**src/rtl/round_robin_encoder_pkg.sv**
```systemverilog
// Shared types and helpers for the round-robin encoder slice.
package round_robin_encoder_pkg;

    // Grant FSM: IDLE presents nothing, GRANT presents a latched index.
    typedef enum logic [0:0] {
        IDLE  = 1'b0,
        GRANT = 1'b1
    } rr_state_t;

    // Width of a binary index into a vector of w lines (at least one bit).
    function automatic int index_width(input int w);
        return (w > 1) ? $clog2(w) : 1;
    endfunction

endpackage

```
**src/rtl/round_robin_encoder_rr_pick.sv**
```systemverilog
// Circular priority picker: first set bit of vector at or after start,
// wrapping past WIDTH-1 back to 0. Purely combinational.
module rr_pick
    import round_robin_encoder_pkg::*;
#(
    parameter int WIDTH = 8,
    localparam int IW = index_width(WIDTH)
) (
    input  logic [WIDTH-1:0] vector,
    input  logic [IW-1:0]    start,
    output logic             found,
    output logic [IW-1:0]    index
);

    // Scan offsets from farthest to nearest so the nearest hit wins.
    // The extra bit in pos lets start+offset exceed WIDTH before the
    // explicit wrap, which keeps non-power-of-two widths correct.
    always_comb begin
        logic [IW:0]   pos;
        logic [IW-1:0] sel;
        found = 1'b0;
        index = '0;
        pos   = '0;
        sel   = '0;
        for (int k = WIDTH - 1; k >= 0; k--) begin
            pos = {1'b0, start} + (IW + 1)'(k);
            if (pos >= (IW + 1)'(WIDTH)) begin
                pos = pos - (IW + 1)'(WIDTH);
            end
            sel = pos[IW-1:0];
            if (vector[sel]) begin
                found = 1'b1;
                index = sel;
            end
        end
    end

endmodule

```
**src/rtl/round_robin_encoder.sv**
```systemverilog
// Round-robin request encoder: latches one requester at a time, holds the
// grant until ack, then rotates priority to the line after the granted one.
module round_robin_encoder
    import round_robin_encoder_pkg::*;
#(
    parameter int WIDTH = 8,
    localparam int IW = index_width(WIDTH)
) (
    input  logic             clock,
    input  logic             reset,
    input  logic [WIDTH-1:0] req,
    input  logic             ack,
    output logic             valid,
    output logic [IW-1:0]    index,
    output logic [WIDTH-1:0] onehot
);

    rr_state_t        state_reg;
    logic [IW-1:0]    ptr_reg;
    logic [IW-1:0]    index_reg;
    logic             valid_reg;

    logic [WIDTH-1:0] masked_req;
    logic [IW-1:0]    after_index;
    logic             idle_found;
    logic [IW-1:0]    idle_index;
    logic             ack_found;
    logic [IW-1:0]    ack_index;

    // Line following the current grant, wrapped explicitly.
    assign after_index = (index_reg == IW'(WIDTH - 1)) ? '0 : index_reg + IW'(1);

    // Requests with the currently granted line removed; used for the
    // back-to-back handoff so a lone requester must go through IDLE.
    generate
        for (genvar gi = 0; gi < WIDTH; gi++) begin : g_mask
            assign masked_req[gi] = req[gi] & (index_reg != IW'(gi));
        end
    endgenerate

    rr_pick #(.WIDTH(WIDTH)) u_pick_idle (
        .vector (req),
        .start  (ptr_reg),
        .found  (idle_found),
        .index  (idle_index)
    );

    rr_pick #(.WIDTH(WIDTH)) u_pick_ack (
        .vector (masked_req),
        .start  (after_index),
        .found  (ack_found),
        .index  (ack_index)
    );

    // Grant FSM with pointer rotation on ack; reset wins over everything.
    always_ff @(posedge clock) begin
        if (reset) begin
            state_reg <= IDLE;
            valid_reg <= 1'b0;
            index_reg <= '0;
            ptr_reg   <= '0;
        end else begin
            case (state_reg)
                IDLE: begin
                    if (idle_found) begin
                        index_reg <= idle_index;
                        state_reg <= GRANT;
                        valid_reg <= 1'b1;
                    end
                end
                GRANT: begin
                    if (ack) begin
                        ptr_reg <= after_index;
                        if (ack_found) begin
                            index_reg <= ack_index;
                        end else begin
                            state_reg <= IDLE;
                            valid_reg <= 1'b0;
                        end
                    end
                end
                default: begin
                    state_reg <= IDLE;
                    valid_reg <= 1'b0;
                end
            endcase
        end
    end

    // Outputs come only from registers or a decode of them.
    generate
        for (genvar gi = 0; gi < WIDTH; gi++) begin : g_onehot
            assign onehot[gi] = valid_reg & (index_reg == IW'(gi));
        end
    endgenerate

    assign valid = valid_reg;
    assign index = index_reg;

endmodule
```
**config.mk**
```make
export PLATFORM = sky130hd
export DESIGN_NAME = round_robin_encoder
export DESIGN_NICKNAME = d
export VERILOG_FILES = /design/src/rtl/round_robin_encoder_pkg.sv /design/src/rtl/round_robin_encoder_rr_pick.sv /design/src/rtl/round_robin_encoder.sv
export SDC_FILE = /design/constraint.sdc
export NUM_CORES = 1
export LEC_CHECK = 0
export BUFFER_PORTS_ARGS = -buffer_cell sky130_fd_sc_hd__buf_2
export CORE_ASPECT_RATIO = 1.25
export CORE_MARGIN = 2
export CORE_UTILIZATION = 42
export DETAILED_ROUTE_END_ITERATION = 16
export GPL_TIMING_DRIVEN = 0
export MAX_ROUTING_LAYER = met4
export SLEW_MARGIN = 10
export SYNTH_ARGS = -nofsm -noshare
export SYNTH_HDL_FRONTEND = slang
export SYNTH_HIERARCHICAL = 1
export SYNTH_SLANG_ARGS = --single-unit
```
**constraint.sdc**
```tcl
create_clock -name clock -period 5.3 [get_ports clock]
set_clock_uncertainty 0.2 [all_clocks]
set_input_delay 0 -clock clock [delete_from_list [all_inputs] [get_ports clock]]
set_output_delay 0 -clock clock [all_outputs]
set_load 0.03 [all_outputs]
```
==> results of run 1 <==
[layer usage]
metal  vias to the layer above  track usage, %  part of all wire (%)
li1                       1005               -                     -
met1                      1011           29.40                    45
met2                        64           33.78                    51
met3                        13          0.4065                   3.2
met4                         0           5.009                   1.4
met5                         -               -                     0
[repair_timing]
action / in CTS / in global routing
endpoints found under the setup margin: 0 / 0
hold buffers: 3 / 0
endpoints found under the hold margin: 8 / 0
gates resized for setup: 0 / 0
[synth_stat cells (3+ instances only)]
library cell	count	area, um2
a21oi_1	17	85.08
mux2i_1	9	90.09
mux4_1	10	262.8
o22ai_1	4	25.02
and2_1	9	56.30
nor2_1	16	60.06
o21ai_0	5	25.02
nor2b_1	8	50.05
nor3_1	5	25.02
dfxtp_1	8	160.2
a311oi_1	6	52.55
clkbuf_1	4	15.01
mux4_2	10	225.2
a31oi_1	6	37.54
a21boi_0	6	45.04
nand2_1	20	75.07
a221oi_1	5	43.79
buf_4	6	45.04
and3_1	5	31.28
buf_6	3	33.78
xor2_1	4	35.03
ha_1	10	125.1
inv_1	14	52.55
mux2_2	8	90.09
[cell type report]
type | instances | area (um2)
Fill cell | 447 | 2431
Inverter | 14 | 52.55
Buffer | 14 | 97.59
Clock buffer | 3 | 41.29
Tap cell | 60 | 75.07
Sequential cell | 8 | 160.2
Timing Repair Buffer | 24 | 135.1
Multi-Input combinational cell | 206 | 1807
[worst max-delay path by stage]
stage / to / cells after the start / slack [ns]
floorplan: index[0] / 15 / 1.26
CTS: index[0] / 15 / 0.79
finish: index[0] / 15 / 0.78
global placement: index[0] / 15 / 0.83
global route: index[2] / 15 / 0.49
detailed placement: index[0] / 15 / 0.79
[tightest hold or removal path, cell delays in order (launching register included)]
cell     delay [ns]
dfxtp_1        0.32
nand2_1        0.07
a21oi_1        0.06
[kinds of logic (layout without fill, tap and decap cells)]
group / count (synthesis) / after routing / share of synthesized area, %
AOI/OAI and AO/OA: 73 / 73 / 23.93
adders and majority gates: 10 / 10 / 5.910
and+or+nand+nor: 76 / 76 / 18.97
DFF: 8 / 8 / 7.565
muxes: 41 / 41 / 34.04
xor gates and xnor gates: 6 / 6 / 2.482
buffers and inverters: 28 / 55 / 7.092
[layout by cell type (no fill, tap or decap), types with 4 or more instances in the layout]
cell,Yosys,routed
mux4_2,10,10
o22ai_1,4,4
a311oi_1,6,6
a221oi_1,5,5
a31oi_1,6,6
inv_1,14,14
mux2i_1,9,9
mux2_2,8,8
nor2_1,16,16
and3_1,5,5
a21boi_0,6,6
o21ai_0,5,5
nor3_1,5,5
and2_1,9,9
mux4_1,10,10
dfxtp_1,8,8
xor2_1,4,4
buf_2,0,21
ha_1,10,10
clkbuf_1,4,4
buf_4,6,6
a21oi_1,17,17
nand2_1,20,20
nor2b_1,8,8
[power by group through the flow]
stage	clock network (mW)	registers (mW)	logic (mW)
2_1_floorplan	0	0.0979	0.735
3_3_place_gp	0	0.0869	0.939
3_5_place_dp	0	0.0873	0.940
4_1_cts	0.0768	0.0862	0.944
5_1_grt	0.0778	0.0889	1.05
6_report	0.0761	0.0864	0.955
[through the flow]
step	utilization, %	std cells
floorplan	-	242
global placement	47.86	323
detailed placement	47.86	323
CTS	49.35	329
global route	49.35	329
finish	49.35	329
==> results.json, run 1 <==
{
  "detail_route.vias_per_cell": 6.362,
  "power.switching_fraction_pct": 51.94,
  "drc_errors": 0,
  "timing.critical_path.mode_cell": "ha_1",
  "grt.total_usage_pct": 21.11,
  "cts.clk_slew.worst_paths_ns": 0.04,
  "number_of_nets_produced_by_synthesis": 263,
  "synth_cell_types": 48,
  "cp_slowest_stage_delay_ns": 0.48,
  "run_status": "complete, no violations",
  "hpwlAfterDp_um": 4377,
  "critical_path_buf_inv_count": 3,
  "cts.sink_count": 8,
  "net-switching-power_mw": 0.5804,
  "drtAntennaViolNets": 0,
  "ir_worst_vdd_mv": 0.2394,
  "synthesis.area_mm2": 0.002117,
  "portBuffers": 21,
  "pwr-share-clk_pct": 6.8,
  "max-slew-margin-rel_pct": 59.50,
  "pin_count": 23,
  "die_x_um": 67.50,
  "unrepaired_setup_endpoints_after_global_routing": "false",
  "dominantRegCellSynth": "dfxtp_1",
  "worst_setup_path_start_kind": "flop",
  "finalMaxSlewViolations": 0,
  "timing_worst_setup_path_type": "reg -> reg",
  "setup-tns-final_ns": 0,
  "initial_utilization_pct": 44.11,
  "fmax_mhz": 221.3,
  "antenna_diodes": 0,
  "cts-buffers-inserted": 3,
  "worstPathCellList": "ha_1 -> ha_1 -> nor2_1 -> buf_6 -> inv_1 -> ha_1 -> clkbuf_1 -> mux4_1 -> mux2_4 -> o21ai_2 -> a31oi_1 -> o21bai_1 -> mux2_1 -> a221oi_1 -> a311oi_1",
  "worst_slew_pin_slew_ns": 0.6053,
  "syn_area_per_cell_um2": 8.748,
  "timing.hold.worst_endpoint": "ptr_reg[1]",
  "crit_fanout": 10,
  "power_per_cell_area_mw_per_mm2": 471.8,
  "drt_pass1_iterations": 4,
  "power_leakage_nw": 1.004,
  "intPower_mw": 0.5372,
  "routed_len_inst_um": 17.24,
  "cell_at_the_root_of_the_clock_tree": "clkbuf_8",
  "post_dp_cell_area_mm2": 0.002297,
  "crit_slowest_cell": "nor2_1",
  "total_power_mw": 1.118,
  "report.final.hold_viol_count": 0,
  "synth_seq_area_share_pct": 7.565,
  "cp_data_required_time_ns": 5.21,
  "setup_slack_ns": 0.7811,
  "floorplan.die_area_mm2": 0.005628,
  "grt_overflow_total": 0,
  "cts-htree-levels": 1,
  "finalInstanceArea_mm2": 0.002369,
  "min-delay-start": "ptr_reg[1]",
  "worst_path_dominant_cell_family": "multiplexers",
  "rows": 28,
  "rr_endpoint": "index[0]",
  "cts_tree": "yes",
  "post_synth_inst_count": 242,
  "gp_congestion": 0.8512,
  "post-cts-setup-buffers": 0,
  "r2r_slack_ns": 0.78,
  "min_path_cells": 2,
  "dpl_worst_slack_ns": 0.7866,
  "worstReg2RegStart": "index[0]",
  "setup.worst_path.end_class": "flop",
  "antenna_found_initial": 0,
  "async_reset_ff_share_pct": 0,
  "pwr-share-comb_pct": 85.5,
  "number_of_vias_after_detailed_routing": 2093,
  "yosys_warnings": 6,
  "finalHoldWorstSlack_ns": 0.3063,
  "setup_viol_count_final": 0,
  "synth.ff_latch_count": 8,
  "die_y_um": 83.38,
  "clock_latency_ns": 0.24,
  "synth_edf_count": 0,
  "maxCapViolCount": 0,
  "initialDrtViolationCount": 112,
  "timing.critical_path.from": "index[0]",
  "grt_pass1_vias": 1936,
  "r2r.worst_path.cells": 15,
  "grt_first_pass_wirelength_um": 9190,
  "grt_start_max_net_pins": 11,
  "nets_final": 292,
  "core_region_area_mm2": 0.004800,
  "period_minus_slack_ns": 4.519,
  "route.final.wire_length_um": 5671,
  "bufs_on_longest_clock_path": 2,
  "layout-drive-gt1-share_pct": 21.93,
  "hp-class": "reg -> reg",
  "power_frac_seq_pct": 7.7,
  "worst_ep_arrival_time_ns": 4.42,
  "layout_worst_path_cycle_share_pct": 85.26,
  "area.growth.synth_to_final_pct": 11.88
}
Note: power is estimated with default switching activity, not from simulation.
==> run 2: changes to the inputs <==
--- a/config.mk
+++ b/config.mk
@@ -6,7 +6,6 @@
 export NUM_CORES = 1
 export LEC_CHECK = 0
 export BUFFER_PORTS_ARGS = -buffer_cell sky130_fd_sc_hd__buf_2
-export CORE_ASPECT_RATIO = 1.25
 export CORE_MARGIN = 2
 export CORE_UTILIZATION = 42
 export DETAILED_ROUTE_END_ITERATION = 16
==> run 2 against run 1 <==
  * Combinational power decreased by 0.5%
  * Clock-buffer cell count unchanged
  * Non-clock buffer count unchanged
  * Wire length decreased by 4.5%
  * Power decreased by 0.82%
  * Core utilization increased by 0.32 points
  * Global-route usage decreased by 0.20 points
  * Flip-flop and latch count unchanged
  * Maximum frequency decreased by 1.7%
  * Register-to-register slack got worse by 0.08 ns
  * Setup slack got worse by 0.079 ns
  * Die area about the same
  * Largest cell class unchanged
  * Largest power group unchanged
==> results.json, run 2 (same netlist as run 1, synthesis figures left out) <==
{
  "worst_ep_arrival_time_ns": 4.49,
  "cp_data_required_time_ns": 5.19,
  "layout_commonest_cell": "buf_2",
  "portBuffers": 21,
  "core_region_area_mm2": 0.004786,
  "period_minus_slack_ns": 4.598,
  "clock_latency_ns": 0.23,
  "routed_len_inst_um": 16.12,
  "hp-class": "reg -> reg",
  "worst_setup_path_start_kind": "flop",
  "setup_viol_count_final": 0,
  "area.growth.synth_to_final_pct": 12.29,
  "pin_count": 23,
  "report.final.hold_viol_count": 0,
  "max-slew-margin-rel_pct": 57.89,
  "finalMaxSlewViolations": 0,
  "pwr-share-comb_pct": 85.7,
  "die_x_um": 75.00,
  "die_y_um": 75.00,
  "power_per_cell_area_mw_per_mm2": 466.3,
  "power_frac_seq_pct": 7.7,
  "power_leakage_nw": 1.004,
  "timing_worst_setup_path_type": "reg -> reg",
  "worst_slew_pin_slew_ns": 0.6293,
  "grt.total_usage_pct": 20.91,
  "most-common-layout-cells": "buf_2 (21), nand2_1 (20), a21oi_1 (17), nor2_1 (16), inv_1 (14)",
  "r2r.worst_path.cells": 15,
  "cts_tree": "yes",
  "finalHoldWorstSlack_ns": 0.3115,
  "gp_congestion": 0.8742,
  "drtAntennaViolNets": 0,
  "cts-htree-levels": 1,
  "worstPathCellList": "ha_1 -> ha_1 -> nor2_1 -> buf_6 -> inv_1 -> ha_1 -> clkbuf_1 -> mux4_1 -> mux2_4 -> o21ai_2 -> a31oi_1 -> o21bai_1 -> mux2_1 -> a221oi_1 -> a311oi_1",
  "cts.sink_count": 8,
  "initial_utilization_pct": 44.24,
  "post_dp_cell_area_mm2": 0.002306,
  "antenna_found_initial": 0,
  "detail_route.vias_per_cell": 5.967,
  "grt_pass1_vias": 1864,
  "cts.clk_slew.worst_paths_ns": 0.04,
  "setup-tns-final_ns": 0,
  "min_path_cells": 2,
  "net-switching-power_mw": 0.5712,
  "intPower_mw": 0.5372,
  "fmax_mhz": 217.5,
  "crit_fanout": 10,
  "drt_pass1_iterations": 5,
  "cts-buffers-inserted": 3,
  "grt_first_pass_wirelength_um": 8845,
  "maxCapViolCount": 0,
  "layout_worst_path_cycle_share_pct": 86.75,
  "grt_overflow_total": 0,
  "rows": 25,
  "final_core_util_pct": 49.67,
  "crit_slowest_cell": "nor2_1",
  "power.switching_fraction_pct": 51.54,
  "hpwlAfterDp_um": 4318,
  "timing.critical_path.mode_cell": "ha_1",
  "cell_at_the_root_of_the_clock_tree": "clkbuf_8",
  "pwr-share-clk_pct": 6.6,
  "number_of_vias_after_detailed_routing": 2005,
  "floorplan.die_area_mm2": 0.005624,
  "ir_worst_vdd_mv": 0.2449,
  "grt_start_max_net_pins": 11,
  "antenna_diodes": 0,
  "initialDrtViolationCount": 103,
  "run_status": "complete, no violations",
  "finalInstanceArea_mm2": 0.002377,
  "drc_errors": 0,
  "nets_final": 292,
  "bufs_on_longest_clock_path": 2,
  "cp_slowest_stage_delay_ns": 0.49,
  "setup.worst_path.end_class": "flop",
  "layout-drive-gt1-share_pct": 21.93,
  "route.final.wire_length_um": 5415,
  "unrepaired_setup_endpoints_after_global_routing": "false"
}
## run 2: cell counts in the layout (fill, tap and decap cells not counted)
Identical to the previous run, type by type.
## run 2: area by class of cell
class	instances	area, um2
Fill cell	468	2409
Multi-Input combinational cell	206	1807
Sequential cell	8	160.2
Timing Repair Buffer	24	135.1
Buffer	14	97.59
Tap cell	67	83.83
Inverter	14	52.55
Clock buffer	3	41.29
## run 2: power groups by stage
stage / sequential, mW / combinational, mW / clock (mW)
finish: 0.0857 / 0.950 / 0.0730
global placement: 0.0867 / 0.939 / 0
CTS: 0.0860 / 0.941 / 0.0751
global route: 0.0875 / 1.04 / 0.0777
floorplan: 0.0979 / 0.735 / 0
detailed placement: 0.0870 / 0.936 / 0
## run 2: metal layers
metal	share of wire, %	wire [um]	up-vias	track usage (%)
met2	47	2547	49	31.87
met3	3.5	187	9	1.874
met5	0	0	-	-
met1	48	2604	937	29.67
li1	-	-	1010	-
met4	1.4	75	0	5.952
## run 2: path summary, 6_finish.rpt
kind | to | start | slack (ns)
max | index[0] | index[0] | 0.70
min | ptr_reg[1] | ptr_reg[1] | 0.31
max reg2reg | index[0] | index[0] | 0.70
min reg2reg | ptr_reg[1] | ptr_reg[1] | 0.31
## run 2: stage by stage
| stage | worst slack (ns) | power, mW | instances |
|---|---|---|---|
| after global placement | 0.6889 | 1.025 | 330 |
| final | 0.7021 | 1.108 | 336 |
| after CTS | 0.6967 | 1.102 | 336 |
| after detailed placement | 0.7078 | 1.023 | 330 |
| after floorplan | 1.258 | 0.8328 | 242 |
| after global routing | 0.4640 | 1.207 | 336 |
## run 2: repair_timing
action	in CTS	in global routing
hold endpoints to repair	8	0
hold buffers	3	0
gates resized for setup	0	0
buffers inserted	0	0
## run 2: worst max-delay path, delay by kind of cell, from the launching register on
kind,cells,cell delay (ns)
and+or+nand+nor,1,0.49
buffers and inverters,3,0.68
adders and majority gates,3,0.72
muxes,3,1.17
AOI/OAI and AO/OA,5,0.84
DFF,1,0.33
==> run 3: changes to the inputs <==
--- a/config.mk
+++ b/config.mk
@@ -6,11 +6,13 @@
 export NUM_CORES = 1
 export LEC_CHECK = 0
 export BUFFER_PORTS_ARGS = -buffer_cell sky130_fd_sc_hd__buf_2
+export CORE_ASPECT_RATIO = 1.2
 export CORE_MARGIN = 2
 export CORE_UTILIZATION = 42
 export DETAILED_ROUTE_END_ITERATION = 16
 export GPL_TIMING_DRIVEN = 0
 export MAX_ROUTING_LAYER = met4
+export RECOVER_POWER = 25
 export SLEW_MARGIN = 10
 export SYNTH_ARGS = -nofsm -noshare
 export SYNTH_HDL_FRONTEND = slang
==> run 3 against run 2 <==
  * Global-route usage up 1.2 points
  * Combinational power shrank 0.8%
  * First-iteration DRC count up 12%
  * Via count grew 1.1%
  * Non-clock buffer count shrank 1
  * Core utilization shrank 1.7 points
  * Power fell by 0.72%
  * Maximum frequency up 0.78%
  * Clock power is 2% lower
  * Critical path type unchanged
  * Critical endpoint unchanged
==> results.json, run 3 (same netlist as run 1, synthesis figures left out) <==
{
  "net-switching-power_mw": 0.5664,
  "grt_pass1_vias": 1840,
  "drc_errors": 0,
  "power_frac_seq_pct": 7.9,
  "grt_start_max_net_pins": 11,
  "report.final.hold_viol_count": 0,
  "finalMaxSlewViolations": 0,
  "grt_first_pass_wirelength_um": 9321,
  "grt.total_usage_pct": 22.16,
  "area.growth.synth_to_final_pct": 11.17,
  "cts.sink_count": 8,
  "post_cts_resize_count": 0,
  "clock_latency_ns": 0.23,
  "hp-class": "reg -> reg",
  "run_status": "complete, no violations",
  "die_x_um": 68.81,
  "fmax_mhz": 219.2,
  "max-slew-margin-rel_pct": 56.60,
  "setup.worst_path.end_class": "flop",
  "timing_worst_setup_path_type": "reg -> reg",
  "cp_data_required_time_ns": 5.19,
  "bufs_on_longest_clock_path": 2,
  "initial_utilization_pct": 43.16,
  "layout_worst_path_cycle_share_pct": 86.09,
  "cts_tree": "yes",
  "final_core_util_pct": 47.98,
  "detailroute.wirelength.met3_um": 123,
  "dpl_worst_slack_ns": 0.7652,
  "worst_ep_arrival_time_ns": 4.45,
  "pwr-share-comb_pct": 85.6,
  "post-cts-setup-buffers": 0,
  "unrepaired_setup_endpoints_after_global_routing": "false",
  "cell_at_the_root_of_the_clock_tree": "clkbuf_8",
  "finalInstanceArea_mm2": 0.002354,
  "setup_viol_count_final": 0,
  "antenna_found_initial": 0,
  "cts-htree-levels": 1,
  "gp_congestion": 0.8635,
  "layout_commonest_cell": "nand2_1",
  "crit_fanout": 10,
  "period_minus_slack_ns": 4.563,
  "worst_slew_pin_slew_ns": 0.6486,
  "intPower_mw": 0.5340,
  "ir_worst_vdd_mv": 0.2815,
  "maxCapViolCount": 0,
  "grt_overflow_total": 0,
  "hpwlAfterDp_um": 4438,
  "post_dp_cell_area_mm2": 0.002297,
  "number_of_vias_after_detailed_routing": 2028,
  "setup_slack_ns": 0.7375,
  "floorplan.die_area_mm2": 0.005627,
  "routed_len_inst_um": 17.20,
  "detail_route.vias_per_cell": 6.183,
  "initialDrtViolationCount": 115,
  "wl_met2_um": 2864,
  "most-common-layout-cells": "nand2_1 (20), a21oi_1 (17), buf_2 (17), nor2_1 (16), inv_1 (14)",
  "layout-drive-gt1-share_pct": 20.52,
  "nets_final": 291,
  "met1_length_um": 2619,
  "drtAntennaViolNets": 0,
  "setup-tns-final_ns": 0,
  "post_cts_hold_buffer_count": 2,
  "pwr-share-clk_pct": 6.5,
  "die_y_um": 81.77,
  "antenna_diodes": 0,
  "route.final.wire_length_um": 5640,
  "power_per_cell_area_mw_per_mm2": 467.6,
  "portBuffers": 21,
  "route.top_layer_used": "met4",
  "core_region_area_mm2": 0.004905,
  "cts.clk_slew.worst_paths_ns": 0.04,
  "cts-buffers-inserted": 3,
  "pin_count": 23,
  "power_leakage_nw": 0.9836,
  "worst_setup_path_start_kind": "flop",
  "power.switching_fraction_pct": 51.47,
  "total_power_mw": 1.100,
  "drt_pass1_iterations": 4,
  "rows": 28
}
[run 3: cell count changes in the layout (fill, tap and decap cells not counted), sizes merged]
cell / before / now
clkbuf: 7 / 11
buf: 31 / 27
dlygate4sd3: 3 / 2
[run 3: worst max-delay path, stage by stage, from the launching register on]
cell and delay [ns]:
dfxtp_1 0.34, ha_1 0.24, ha_1 0.22, nor2_1 0.51
buf_6 0.24, inv_1 0.08, ha_1 0.27, clkbuf_1 0.33
mux4_1 0.46, mux2_4 0.32, o21ai_2 0.13, a31oi_1 0.10
o21bai_1 0.14, mux2_1 0.35, a221oi_1 0.40, a311oi_1 0.10
[run 3: layer usage]
metal  vias up  global-route usage [%]
li1       1006                       -
met1       984                   29.57
met2        32                   37.60
met3         6                  0.8219
met4         0                   4.118
met5         -                       -
[run 3: worst paths after layout]
kind / startpoint / endpoint / slack, ns / cells after the start
setup / recovery: index[0] / index[0] / 0.74 / 15
hold / removal: ptr_reg[1] / ptr_reg[1] / 0.31 / 2
setup reg to reg: index[0] / index[0] / 0.74 / 15
hold reg to reg: ptr_reg[1] / ptr_reg[1] / 0.31 / 2
[run 3: layout make-up]
type / count / area (um2)
Timing Repair Buffer: 23 / 120.1
Multi-Input combinational cell: 206 / 1807
Sequential cell: 8 / 160.2
Fill cell: 497 / 2551
Tap cell: 60 / 75.07
Clock buffer: 3 / 41.29
Buffer: 14 / 97.59
Inverter: 14 / 52.55
[run 3: through the flow]
stage                     cells  hold slack [ns]
after floorplan             242         -0.08131
after global placement      323           0.1079
after detailed placement    323           0.1042
after CTS                   328           0.3041
after global routing        328           0.3247
final                       328           0.3082
[run 3: power by group through the flow]
stage          Clock (mW)  Sequential (mW)  Combinational, mW
2_1_floorplan           0           0.0979              0.735
3_3_place_gp            0           0.0869              0.934
3_5_place_dp            0           0.0869              0.934
4_1_cts            0.0731           0.0860              0.939
5_1_grt            0.0759           0.0887               1.03
6_report           0.0718           0.0864              0.942
